### src/rtl/mesh_ni_pkg.sv
// Shared definitions for the mesh network interface.
//   - mesh geometry defaults and the node/coordinate field widths
//   - packet_t, mirroring the router's shared packet layout
//   - node_id(), dest_x(), dest_y() helpers
package mesh_ni_pkg;

    localparam int unsigned MESH_X_NODES = 4;
    localparam int unsigned MESH_Y_NODES = 4;
    localparam int unsigned NODE_W       = $clog2(MESH_X_NODES * MESH_Y_NODES);
    localparam int unsigned COORD_W      = NODE_W / 2;
    localparam int unsigned TS_WIDTH_DEF = 16;
    localparam int unsigned PAYLOAD_W    = 32;

    typedef struct packed {
        logic [NODE_W-1:0]       dest;      // low half X, high half Y
        logic [NODE_W-1:0]       source;
        logic [TS_WIDTH_DEF-1:0] timestamp;
        logic [PAYLOAD_W-1:0]    payload;
    } packet_t;

    function automatic logic [NODE_W-1:0] node_id(int unsigned x, int unsigned y,
                                                  int unsigned x_nodes);
        return NODE_W'(y * x_nodes + x);
    endfunction

    function automatic logic [COORD_W-1:0] dest_x(logic [NODE_W-1:0] dest);
        return dest[COORD_W-1:0];
    endfunction

    function automatic logic [COORD_W-1:0] dest_y(logic [NODE_W-1:0] dest);
        return dest[NODE_W-1:COORD_W];
    endfunction

endpackage

### src/rtl/mesh_network_interface_if.sv
// Bundle of all NI data-path signals: core injection, router port 0 in/out,
// core ejection, counters and the sticky misroute flag.
//   slave  : the network interface itself
//   master : the environment (core source/sink and router port 0)
// With MESH_NI_LATENCY_STATS_EN defined, o_lat_sum / o_lat_max are added.
interface mesh_network_interface_if
    import mesh_ni_pkg::*;
#(
    parameter int unsigned TS_WIDTH = TS_WIDTH_DEF
);
    packet_t       i_pkt;
    logic          i_pkt_val;
    logic          o_pkt_en;
    packet_t       o_net_data;
    logic          o_net_data_val;
    logic          i_net_en;
    packet_t       i_net_data;
    logic          i_net_data_val;
    logic          o_net_en;
    packet_t       o_rx_pkt;
    logic          o_rx_val;
    logic          i_rx_en;
    logic [31:0]   o_tx_count;
    logic [31:0]   o_rx_count;
    logic          o_misroute;
`ifdef MESH_NI_LATENCY_STATS_EN
    logic [47:0]         o_lat_sum;
    logic [TS_WIDTH-1:0] o_lat_max;
`endif

    modport slave (
        input  i_pkt, i_pkt_val, i_net_en, i_net_data, i_net_data_val, i_rx_en,
        output o_pkt_en, o_net_data, o_net_data_val, o_net_en, o_rx_pkt, o_rx_val,
        output o_tx_count, o_rx_count, o_misroute
`ifdef MESH_NI_LATENCY_STATS_EN
        , output o_lat_sum, o_lat_max
`endif
    );

    modport master (
        output i_pkt, i_pkt_val, i_net_en, i_net_data, i_net_data_val, i_rx_en,
        input  o_pkt_en, o_net_data, o_net_data_val, o_net_en, o_rx_pkt, o_rx_val,
        input  o_tx_count, o_rx_count, o_misroute
`ifdef MESH_NI_LATENCY_STATS_EN
        , input o_lat_sum, o_lat_max
`endif
    );

endinterface

### src/rtl/mesh_ni_tx_fifo.sv
// Injection packet FIFO. Power-of-2 depth, pointers wrap naturally.
//   clk, reset_n : clock, synchronous active-low reset
//   push/push_pkt: write (ignored while full)
//   pop          : read  (ignored while empty)
//   head_pkt     : oldest entry (undefined contents while empty)
//   full, empty  : occupancy flags
module mesh_ni_tx_fifo
    import mesh_ni_pkg::*;
#(
    parameter int unsigned Depth = 4
) (
    input  logic    clk,
    input  logic    reset_n,
    input  logic    push,
    input  packet_t push_pkt,
    input  logic    pop,
    output packet_t head_pkt,
    output logic    full,
    output logic    empty
);
    localparam int unsigned PTR_W = $clog2(Depth);
    localparam int unsigned CNT_W = PTR_W + 1;

    packet_t          mem [Depth];
    logic [PTR_W-1:0] wr_ptr_q, rd_ptr_q;
    logic [CNT_W-1:0] count_q;
    logic             do_push, do_pop;

    assign do_push  = push && !full;
    assign do_pop   = pop && !empty;
    assign full     = (count_q == CNT_W'(Depth));
    assign empty    = (count_q == '0);
    assign head_pkt = mem[rd_ptr_q];

    always_ff @(posedge clk) begin
        if (!reset_n) begin
            wr_ptr_q <= '0;
            rd_ptr_q <= '0;
            count_q  <= '0;
        end else begin
            if (do_push) wr_ptr_q <= wr_ptr_q + 1'b1;
            if (do_pop)  rd_ptr_q <= rd_ptr_q + 1'b1;
            unique case ({do_push, do_pop})
                2'b10:   count_q <= count_q + 1'b1;
                2'b01:   count_q <= count_q - 1'b1;
                default: count_q <= count_q;
            endcase
        end
    end

    // Storage needs no reset; head is masked by the top while empty.
    always_ff @(posedge clk) begin
        if (do_push) mem[wr_ptr_q] <= push_pkt;
    end

endmodule

### src/rtl/mesh_network_interface.sv
// Core-side network interface for one mesh node (router port 0).
//   clk, reset_n : clock, synchronous active-low reset
//   ni (slave)   : injection from core, router in/out, ejection to core,
//                  tx/rx counters, sticky misroute flag
// Injection stamps source=NODE_ID and the current timestamp, then queues in
// mesh_ni_tx_fifo. Ejection uses a one-entry register; packets whose dest
// is not this node are dropped and flag o_misroute.
// Optional macro MESH_NI_LATENCY_STATS_EN adds o_lat_sum / o_lat_max.
module mesh_network_interface
    import mesh_ni_pkg::*;
#(
    parameter int unsigned X_NODES  = 4,
    parameter int unsigned Y_NODES  = 4,
    parameter int unsigned X_LOC    = 0,
    parameter int unsigned Y_LOC    = 0,
    parameter int unsigned TX_DEPTH = 4,
    parameter int unsigned TS_WIDTH = TS_WIDTH_DEF
) (
    input logic                   clk,
    input logic                   reset_n,
    mesh_network_interface_if.slave ni
);
    // Coordinates outside the mesh wrap rather than alias to a foreign node.
    localparam int unsigned MY_X = X_LOC % X_NODES;
    localparam int unsigned MY_Y = Y_LOC % Y_NODES;
    localparam logic [NODE_W-1:0] NODE_ID = node_id(MY_X, MY_Y, X_NODES);

    logic [TS_WIDTH-1:0] ts_q;
    packet_t             tx_in, tx_head;
    logic                tx_full, tx_empty, tx_push, tx_pop;
    logic                rx_full_q, misroute_q;
    packet_t             rx_pkt_q;
    logic [31:0]         tx_count_q, rx_count_q;
    logic                net_en, net_xfer, rx_drain, dest_ok;

    always_comb begin
        tx_in           = ni.i_pkt;
        tx_in.source    = NODE_ID;
        tx_in.timestamp = TS_WIDTH_DEF'(ts_q);
    end

    // No bypass: a full FIFO refuses input even when it pops this cycle.
    assign tx_push = ni.i_pkt_val && !tx_full;
    assign tx_pop  = !tx_empty && ni.i_net_en;

    mesh_ni_tx_fifo #(
        .Depth (TX_DEPTH)
    ) u_tx_fifo (
        .clk      (clk),
        .reset_n  (reset_n),
        .push     (tx_push),
        .push_pkt (tx_in),
        .pop      (tx_pop),
        .head_pkt (tx_head),
        .full     (tx_full),
        .empty    (tx_empty)
    );

    assign net_en   = !rx_full_q || ni.i_rx_en;
    assign net_xfer = ni.i_net_data_val && net_en;
    assign rx_drain = rx_full_q && ni.i_rx_en;
    assign dest_ok  = (dest_x(ni.i_net_data.dest) == COORD_W'(MY_X)) &&
                      (dest_y(ni.i_net_data.dest) == COORD_W'(MY_Y));

    always_ff @(posedge clk) begin
        if (!reset_n) begin
            ts_q       <= '0;
            rx_full_q  <= 1'b0;
            rx_pkt_q   <= '0;
            tx_count_q <= '0;
            rx_count_q <= '0;
            misroute_q <= 1'b0;
        end else begin
            ts_q <= ts_q + TS_WIDTH'(1);
            if (tx_pop && (tx_count_q != '1))   tx_count_q <= tx_count_q + 32'd1;
            if (rx_drain && (rx_count_q != '1)) rx_count_q <= rx_count_q + 32'd1;
            // A load wins over a drain, so drain+load keeps the entry full.
            if (net_xfer && dest_ok) begin
                rx_full_q <= 1'b1;
                rx_pkt_q  <= ni.i_net_data;
            end else if (rx_drain) begin
                rx_full_q <= 1'b0;
            end
            if (net_xfer && !dest_ok) misroute_q <= 1'b1;
        end
    end

`ifdef MESH_NI_LATENCY_STATS_EN
    logic [TS_WIDTH-1:0] latency, lat_max_q;
    logic [47:0]         lat_sum_q;
    logic [48:0]         lat_sum_next;

    // Modular subtraction handles timestamp wrap.
    assign latency      = ts_q - TS_WIDTH'(rx_pkt_q.timestamp);
    assign lat_sum_next = {1'b0, lat_sum_q} + 49'(latency);

    always_ff @(posedge clk) begin
        if (!reset_n) begin
            lat_sum_q <= '0;
            lat_max_q <= '0;
        end else if (rx_drain) begin
            lat_sum_q <= lat_sum_next[48] ? '1 : lat_sum_next[47:0];
            if (latency > lat_max_q) lat_max_q <= latency;
        end
    end

    assign ni.o_lat_sum = lat_sum_q;
    assign ni.o_lat_max = lat_max_q;
`endif

    assign ni.o_pkt_en       = !tx_full;
    assign ni.o_net_data     = tx_empty ? '0 : tx_head;
    assign ni.o_net_data_val = !tx_empty;
    assign ni.o_net_en       = net_en;
    assign ni.o_rx_pkt       = rx_pkt_q;
    assign ni.o_rx_val       = rx_full_q;
    assign ni.o_tx_count     = tx_count_q;
    assign ni.o_rx_count     = rx_count_q;
    assign ni.o_misroute     = misroute_q;

endmodule

### src/flat_wrapper.sv
// flat-port wrapper written by rule: the top's interface ports become plain ports
module mesh_network_interface_flat import mesh_ni_pkg::*;
#(
    parameter int unsigned X_NODES  = 4,
    parameter int unsigned Y_NODES  = 4,
    parameter int unsigned X_LOC    = 0,
    parameter int unsigned Y_LOC    = 0,
    parameter int unsigned TX_DEPTH = 4,
    parameter int unsigned TS_WIDTH = TS_WIDTH_DEF
)
  (clk, reset_n, ni_i_pkt, ni_i_pkt_val, ni_i_net_en, ni_i_net_data, ni_i_net_data_val, ni_i_rx_en, ni_o_pkt_en, ni_o_net_data, ni_o_net_data_val, ni_o_net_en, ni_o_rx_pkt, ni_o_rx_val, ni_o_tx_count, ni_o_rx_count, ni_o_misroute);
  mesh_network_interface_if #(.TS_WIDTH(TS_WIDTH)) ni_i ();
  input logic clk;
  input logic reset_n;
  input wire logic [$bits(ni_i.i_pkt)-1:0] ni_i_pkt;
  input wire logic [$bits(ni_i.i_pkt_val)-1:0] ni_i_pkt_val;
  input wire logic [$bits(ni_i.i_net_en)-1:0] ni_i_net_en;
  input wire logic [$bits(ni_i.i_net_data)-1:0] ni_i_net_data;
  input wire logic [$bits(ni_i.i_net_data_val)-1:0] ni_i_net_data_val;
  input wire logic [$bits(ni_i.i_rx_en)-1:0] ni_i_rx_en;
  output wire logic [$bits(ni_i.o_pkt_en)-1:0] ni_o_pkt_en;
  output wire logic [$bits(ni_i.o_net_data)-1:0] ni_o_net_data;
  output wire logic [$bits(ni_i.o_net_data_val)-1:0] ni_o_net_data_val;
  output wire logic [$bits(ni_i.o_net_en)-1:0] ni_o_net_en;
  output wire logic [$bits(ni_i.o_rx_pkt)-1:0] ni_o_rx_pkt;
  output wire logic [$bits(ni_i.o_rx_val)-1:0] ni_o_rx_val;
  output wire logic [$bits(ni_i.o_tx_count)-1:0] ni_o_tx_count;
  output wire logic [$bits(ni_i.o_rx_count)-1:0] ni_o_rx_count;
  output wire logic [$bits(ni_i.o_misroute)-1:0] ni_o_misroute;
  assign ni_i.i_pkt = ni_i_pkt;
  assign ni_i.i_pkt_val = ni_i_pkt_val;
  assign ni_i.i_net_en = ni_i_net_en;
  assign ni_i.i_net_data = ni_i_net_data;
  assign ni_i.i_net_data_val = ni_i_net_data_val;
  assign ni_i.i_rx_en = ni_i_rx_en;
  assign ni_o_pkt_en = ni_i.o_pkt_en;
  assign ni_o_net_data = ni_i.o_net_data;
  assign ni_o_net_data_val = ni_i.o_net_data_val;
  assign ni_o_net_en = ni_i.o_net_en;
  assign ni_o_rx_pkt = ni_i.o_rx_pkt;
  assign ni_o_rx_val = ni_i.o_rx_val;
  assign ni_o_tx_count = ni_i.o_tx_count;
  assign ni_o_rx_count = ni_i.o_rx_count;
  assign ni_o_misroute = ni_i.o_misroute;
  mesh_network_interface #(.X_NODES(X_NODES), .Y_NODES(Y_NODES), .X_LOC(X_LOC), .Y_LOC(Y_LOC), .TX_DEPTH(TX_DEPTH), .TS_WIDTH(TS_WIDTH)) u_core (.clk(clk), .reset_n(reset_n), .ni(ni_i));
endmodule
### config.mk
export PLATFORM = sky130hd
export DESIGN_NAME = mesh_network_interface_flat
export DESIGN_NICKNAME = d
export VERILOG_FILES = /design/src/rtl/mesh_ni_pkg.sv /design/src/rtl/mesh_network_interface_if.sv /design/src/rtl/mesh_ni_tx_fifo.sv /design/src/rtl/mesh_network_interface.sv /design/src/flat_wrapper.sv
export SDC_FILE = /design/constraint.sdc
export NUM_CORES = 1
export LEC_CHECK = 0
export ABC_AREA = 1
export CAP_MARGIN = 20
export CORE_MARGIN = 2
export CORE_UTILIZATION = 51
export DETAILED_ROUTE_END_ITERATION = 8
export PLACE_DENSITY = 0.85
export SETUP_SLACK_MARGIN = 0.5
export SLEW_MARGIN = 40
export SYNTH_ARGS = -nofsm -noshare
export SYNTH_HDL_FRONTEND = slang
export SYNTH_SLANG_ARGS = --single-unit
### constraint.sdc
create_clock -name clk -period 8.6 [get_ports clk]
set_input_delay 1.72 -clock clk [delete_from_list [all_inputs] [get_ports clk]]
set_output_delay 1.72 -clock clk [all_outputs]
set_load 0.01 [all_outputs]
# --- Word-level counts from Yosys, hierarchy flattened ---
# Memories as Yosys holds them, arrays and structs flattened. A register that Yosys moved wholly into a read port is not among the register bits.
# Cells that the tools add are included.
totals:
  register_bits: 145
  ram_bits: 208
  inputBits: 118
  out_inout_bits: 181
  elab_cells: 54
  memories: 1
classes:
  addsub: 7
  eq_ne: 5
  muxes: 8
  n_reduce_logical: 21
mem_list:
  columns: ["name", "depth", "width", "read_ports", "rd_ports_with_merged_regs", "write_ports", "line_no", "text"]
  rows:
  - ["u_core.u_tx_fifo.mem", 4, 52, 1, 1, 1, "mesh_ni_tx_fifo.sv:24", "packet_t mem [Depth];"]
ops:
  columns: ["cell", "n"]
  rows:
  - ["32-bit by 1-bit adder with 32-bit output (second input constant)", 2]
  - ["32-bit != test (second input constant)", 2]
  - ["56-bit two-way mux", 1]
  - ["16-bit by 1-bit adder with 16-bit output (second input constant)", 1]
  - ["1-bit logical AND", 11]
  - ["3-bit one-hot mux with 2 select lines", 1]
  - ["2-bit by 1-bit adder with 2-bit output (second input constant)", 2]
  - ["1-bit zero test", 4]
  - ["2-bit zero test", 2]
  - ["1-bit two-way mux", 4]
  - ["2-bit two-way mux", 2]
  - ["2-bit nonzero test", 2]
  - ["3-bit by 1-bit adder with 3-bit output (second input constant)", 1]
  - ["3-bit equality test (second input constant)", 1]
  - ["3-bit zero test", 1]
  - ["3-bit by 1-bit subtractor with 3-bit output (second input constant)", 1]
  - ["2-bit by 1-bit equality test with 1-bit output (second input constant)", 1]
  - ["2-bit equality test (second input constant)", 1]
  - ["1-bit logical OR", 1]

# --- Longest topological paths before layout ---
logic_depth:
  depth_word: 6
  depth_mapped: 11
  ltp_nobuf: 11

# --- Cells and area by module ---
# A second synthesis with hierarchy kept.
unflattened:
  hier_cells: 1729
  hier_area_um2: 16228.1
modules_own_cells:
  columns: ["mod", "n_inst", "cells_each", "area_per_inst_um2", "seq_area_each_um2"]
  rows:
  - ["mesh_ni_tx_fifo", 1, 612, 9175.0, 6906.6]
  - ["mesh_network_interface", 1, 1117, 7053.0, 2762.6]

# --- Worst setup path after synthesis ---
# Ideal clock, no wire load.
synth_timing:
  kind: "input port to flip-flop"
  startpoint: "input port ni_i_pkt_val"
  endpoint: "memory u_core.u_tx_fifo.mem[0][0] in the netlist's numbering, enable pin"
  setup_ps: 462
  arrival_ps: 4076
  t_required_ps: 8138
  slack_ps: 4062
  path_stages: 2
  n_path_buf: 0
  path_cell_list: "nand2_1 nor2_1"
synth_between:
  elab_chain_len: 4
synth_lines:
  columns: ["element", "line_no", "text"]
  rows:
  - ["start, declared", "flat_wrapper.sv:16", "input wire logic [$bits(ni_i.i_pkt_val)-1:0] ni_i_pkt_val;"]
  - ["1-bit logical AND", "mesh_network_interface.sv:43", "assign tx_push = ni.i_pkt_val && !tx_full;"]
  - ["1-bit logical AND", "mesh_ni_tx_fifo.sv:29", "assign do_push = push && !full;"]
  - ["1-bit two-way mux", "mesh_ni_tx_fifo.sv:53", "if (do_push) mem[wr_ptr_q] <= push_pkt;"]
  - ["1-bit two-way mux (not written as such)", "mesh_ni_tx_fifo.sv:53", null]
  - ["end, declared", "mesh_ni_tx_fifo.sv:24", null]
# No other way between the ends.

==> flow_summary_export.csv <==
group,metric,value,unit
run_status,status,"completed",
sta,slew-limit-headroom,0.460,
yosys,synth-async-reset-ratio,0,
yosys,synth_edf_count,208,
sta,fin_skew,0.0182,ns
floorplanning,die_w,176,µm
sta,finalHoldViolations,0,
critical_path,worstSetupPathType,"reg -> out",
yosys,synth_area_per_cell,9.11,µm²
run,cap_violations,0,
sta,rsz0062_at_grt,"false",
critical_path,required,6.88,ns
yosys,synth_area_leaders,"edfxtp_1, dfxtp_1, nor2_1, o21ai_0, nand2_1",
cts,clockRootBuffer,"clkbuf_16",
sta,period_minus_slack,5.62,ns
cts,clock-sinks,355,
floorplanning,io_pins,299,
place,gp_congestion,0.917,
global_route,antenna_found_initial,0,
cts,post_cts_buffers,0,
place,portBuffers,274,
cells_and_area,seq_area,9190,µm²
global_route,grt_usage,0.236,
cells_and_area,stdcell_area,19400,µm²
yosys,synth_ff_type,"edfxtp_1",
cts,cts-hold-fix-buffers,0,
cells_and_area,multi_input_area,5150,µm²
yosys,yosysUniqueCellTypes,38,
critical_path,reg2reg_to,"u_core.u_tx_fifo.count_q[2]$_SDFFE_PN0P_",
critical_path,end_kind,"output port",
cts,cts_htree_levels,2,
cells_and_area,synthToLayoutAreaGrowth,28.7,%
global_route,grt_pass1_wl,58.9,mm
yosys,synth_warnings,0,
power,peakVddDrop,0.196,mV
floorplanning,die_h,176,µm
place,place_area,18100,µm²
yosys,synth_common_cells,"nor2_1, edfxtp_1, nand2_1",
cells_and_area,drive_gt1_frac,0.0706,
critical_path,r2r_slack,6.30,ns
sta,setup_violations,0,
yosys,synth_top_area_frac,0.414,
hold_path,min-delay-start,"u_core.ni.o_rx_pkt[53]$_SDFFE_PN0P_",
cts,clk_pin_slew_worst_paths,0.06,ns
yosys,ys_ff_latch,355,
detailed_routing,via_count,12300,
place,placed_cells,2260,
sta,tightest_slew,0.810,ns
yosys,yosysTopAreaCell,"edfxtp_1",
detailed_routing,drt-wirelength-per-cell,16.2,µm
detailed_routing,totalWireLength,37.8,mm
global_route,grt_overflow,0,
cells_and_area,final_core_util,0.661,
floorplanning,core,29400,µm²
critical_path,reg2regPathDepth,11,
hold_path,min_path_type,"reg -> reg",
sta,timing.fmax,178,MHz
floorplanning,rows,63,
critical_path,path_max_fanout,53,
yosys,synth_area,15100,µm²
power,p_leak,7.02,nW
cts,cts_max_path_buffers,3,
sta,fin_crit_sh,0.654,
cts,cts.repair.resized,0,
yosys,yosysSeqAreaShare,0.608,
detailed_routing,drc_errors,0,
cells_and_area,instances_no_fill,2330,
sta,final.setup.tns,0,ns
critical_path,start_kind,"register",
cells_and_area,fillers,2144,
cts,cts_made_buffers,38,
power,power_density,247,nW/µm²
cts,clk_latency,0.53,ns
detailed_routing,drtIter0Drc,1042,
cells_and_area,antenna_cells,0,
cts,cts_tree,"yes",
global_route,grt_max_degree,105,
critical_path,crit-reg2reg-launch,"u_core.u_tx_fifo.count_q[1]$_SDFFE_PN0P_",
floorplanning,start_util,0.514,
yosys,synthCells,1657,
critical_path,worstPathArrival,3.90,ns
sta,finalMaxSlewViolations,0,
cells_and_area,nets,2037,
hold_path,min_to,"u_core.ni.o_rx_pkt[53]$_SDFFE_PN0P_",
floorplanning,die_area,31000,µm²
detailed_routing,dr.pass1.iters,5,
hold_path,whs_path_depth,2,
detailed_routing,avgViaCountPerCell,5.30,
sta,finalHoldWorstSlack,0.434,ns
detailed_routing,ant_nets,0,
global_route,grt_pass1_vias,12000,
yosys,synth_most_common_cell,"nor2_1",
place,place_hpwl,23.8,mm
-- final cells by class --
type	instances	share of cell area
Sequential cell	355	0.473
Clock buffer	48	0.0540
Timing Repair Buffer	288	0.148
Multi-Input combinational cell	1119	0.265
Clock inverter	22	0.0138
Inverter	108	0.0209
Tap cell	390	0.0251
-- through the flow --
step | total power [W] | setup WS [ns]
floorplan | 0.00257 | 4.06
global placement | 0.00308 | 3.55
detailed placement | 0.00313 | 3.53
CTS | 0.00481 | 2.94
global route | 0.00499 | 2.78
finish | 0.00479 | 2.98
-- flip-flops by register name (all words and copies together) (netlist names), named ones only --
| name | cells |
|---|---|
| u_core.u_tx_fifo.mem | 208 |
| u_core.ni.o_rx_pkt | 56 |
| u_core.ni.o_rx_count | 32 |
| u_core.ni.o_tx_count | 32 |
| u_core.ts_q | 16 |
| u_core.u_tx_fifo.count_q | 3 |
| u_core.u_tx_fifo.rd_ptr_q | 2 |
| u_core.u_tx_fifo.wr_ptr_q | 2 |
| u_core.ni.o_misroute | 1 |
| u_core.ni.o_rx_val | 1 |
-- cell families after synthesis --
family / after synthesis / synth area share
AO/OA/AOI/OAI: 296 / 0.104
XOR/XNOR: 22 / 0.0128
adder cells (fa/ha/maj): 9 / 0.00795
buffers and inverters: 186 / 0.0533
flip-flops: 355 / 0.608
other: 1 / 0.000248
AND/OR/NAND/NOR: 788 / 0.214
-- cells in the final DEF, fill, tap and decap left out, types with 6 or more instances in the layout --
cell type	n
a21oi_1	89
a21oi_2	17
buf_4	11
clkbuf_16	39
clkdlybuf4s50_1	273
clkinv_2	7
dfxtp_1	145
edfxtp_1	208
ha_1	8
inv_1	102
nand2_1	204
nand2_2	10
nand3_1	48
nand4_1	11
nor2_1	476
nor2_2	10
nor2_4	8
o21ai_0	180
o21bai_1	6
xor2_1	17
-- worst max-delay path: stages, from the launching register on --
cell and delay [ns]:
dfxtp_2 0.32, buf_4 0.55, clkinv_1 0.80, buf_4 0.53, nor2_1 0.16, o21ai_0 0.09
a21oi_1 0.28, clkdlybuf4s50_1 0.59
-- worst max-delay path by stage --
stage / to
after floorplan: u_core.u_tx_fifo.mem[0][0]$_DFFE_PP_
after detailed placement: ni_o_net_data[55]
after global routing: ni_o_net_data[39]
after CTS: ni_o_net_data[37]
final: ni_o_net_data[38]
after global placement: ni_o_net_data[38]
-- where the power goes --
part / switching [W] / internal [W] / total [W]
Combinational: 0.000658 / 0.000472 / 0.00113
Sequential: 0.0000605 / 0.00192 / 0.00198
Clock: 0.000681 / 0.00100 / 0.00168
-- per-layer routing --
layer / global-route usage / wire length (µm)
met2: 0.412 / 18400
met4: 0.103 / 1260
met3: 0.0629 / 3670
met1: 0.275 / 14400
met5: 0 / 0
(Power assumes the default switching activity.)
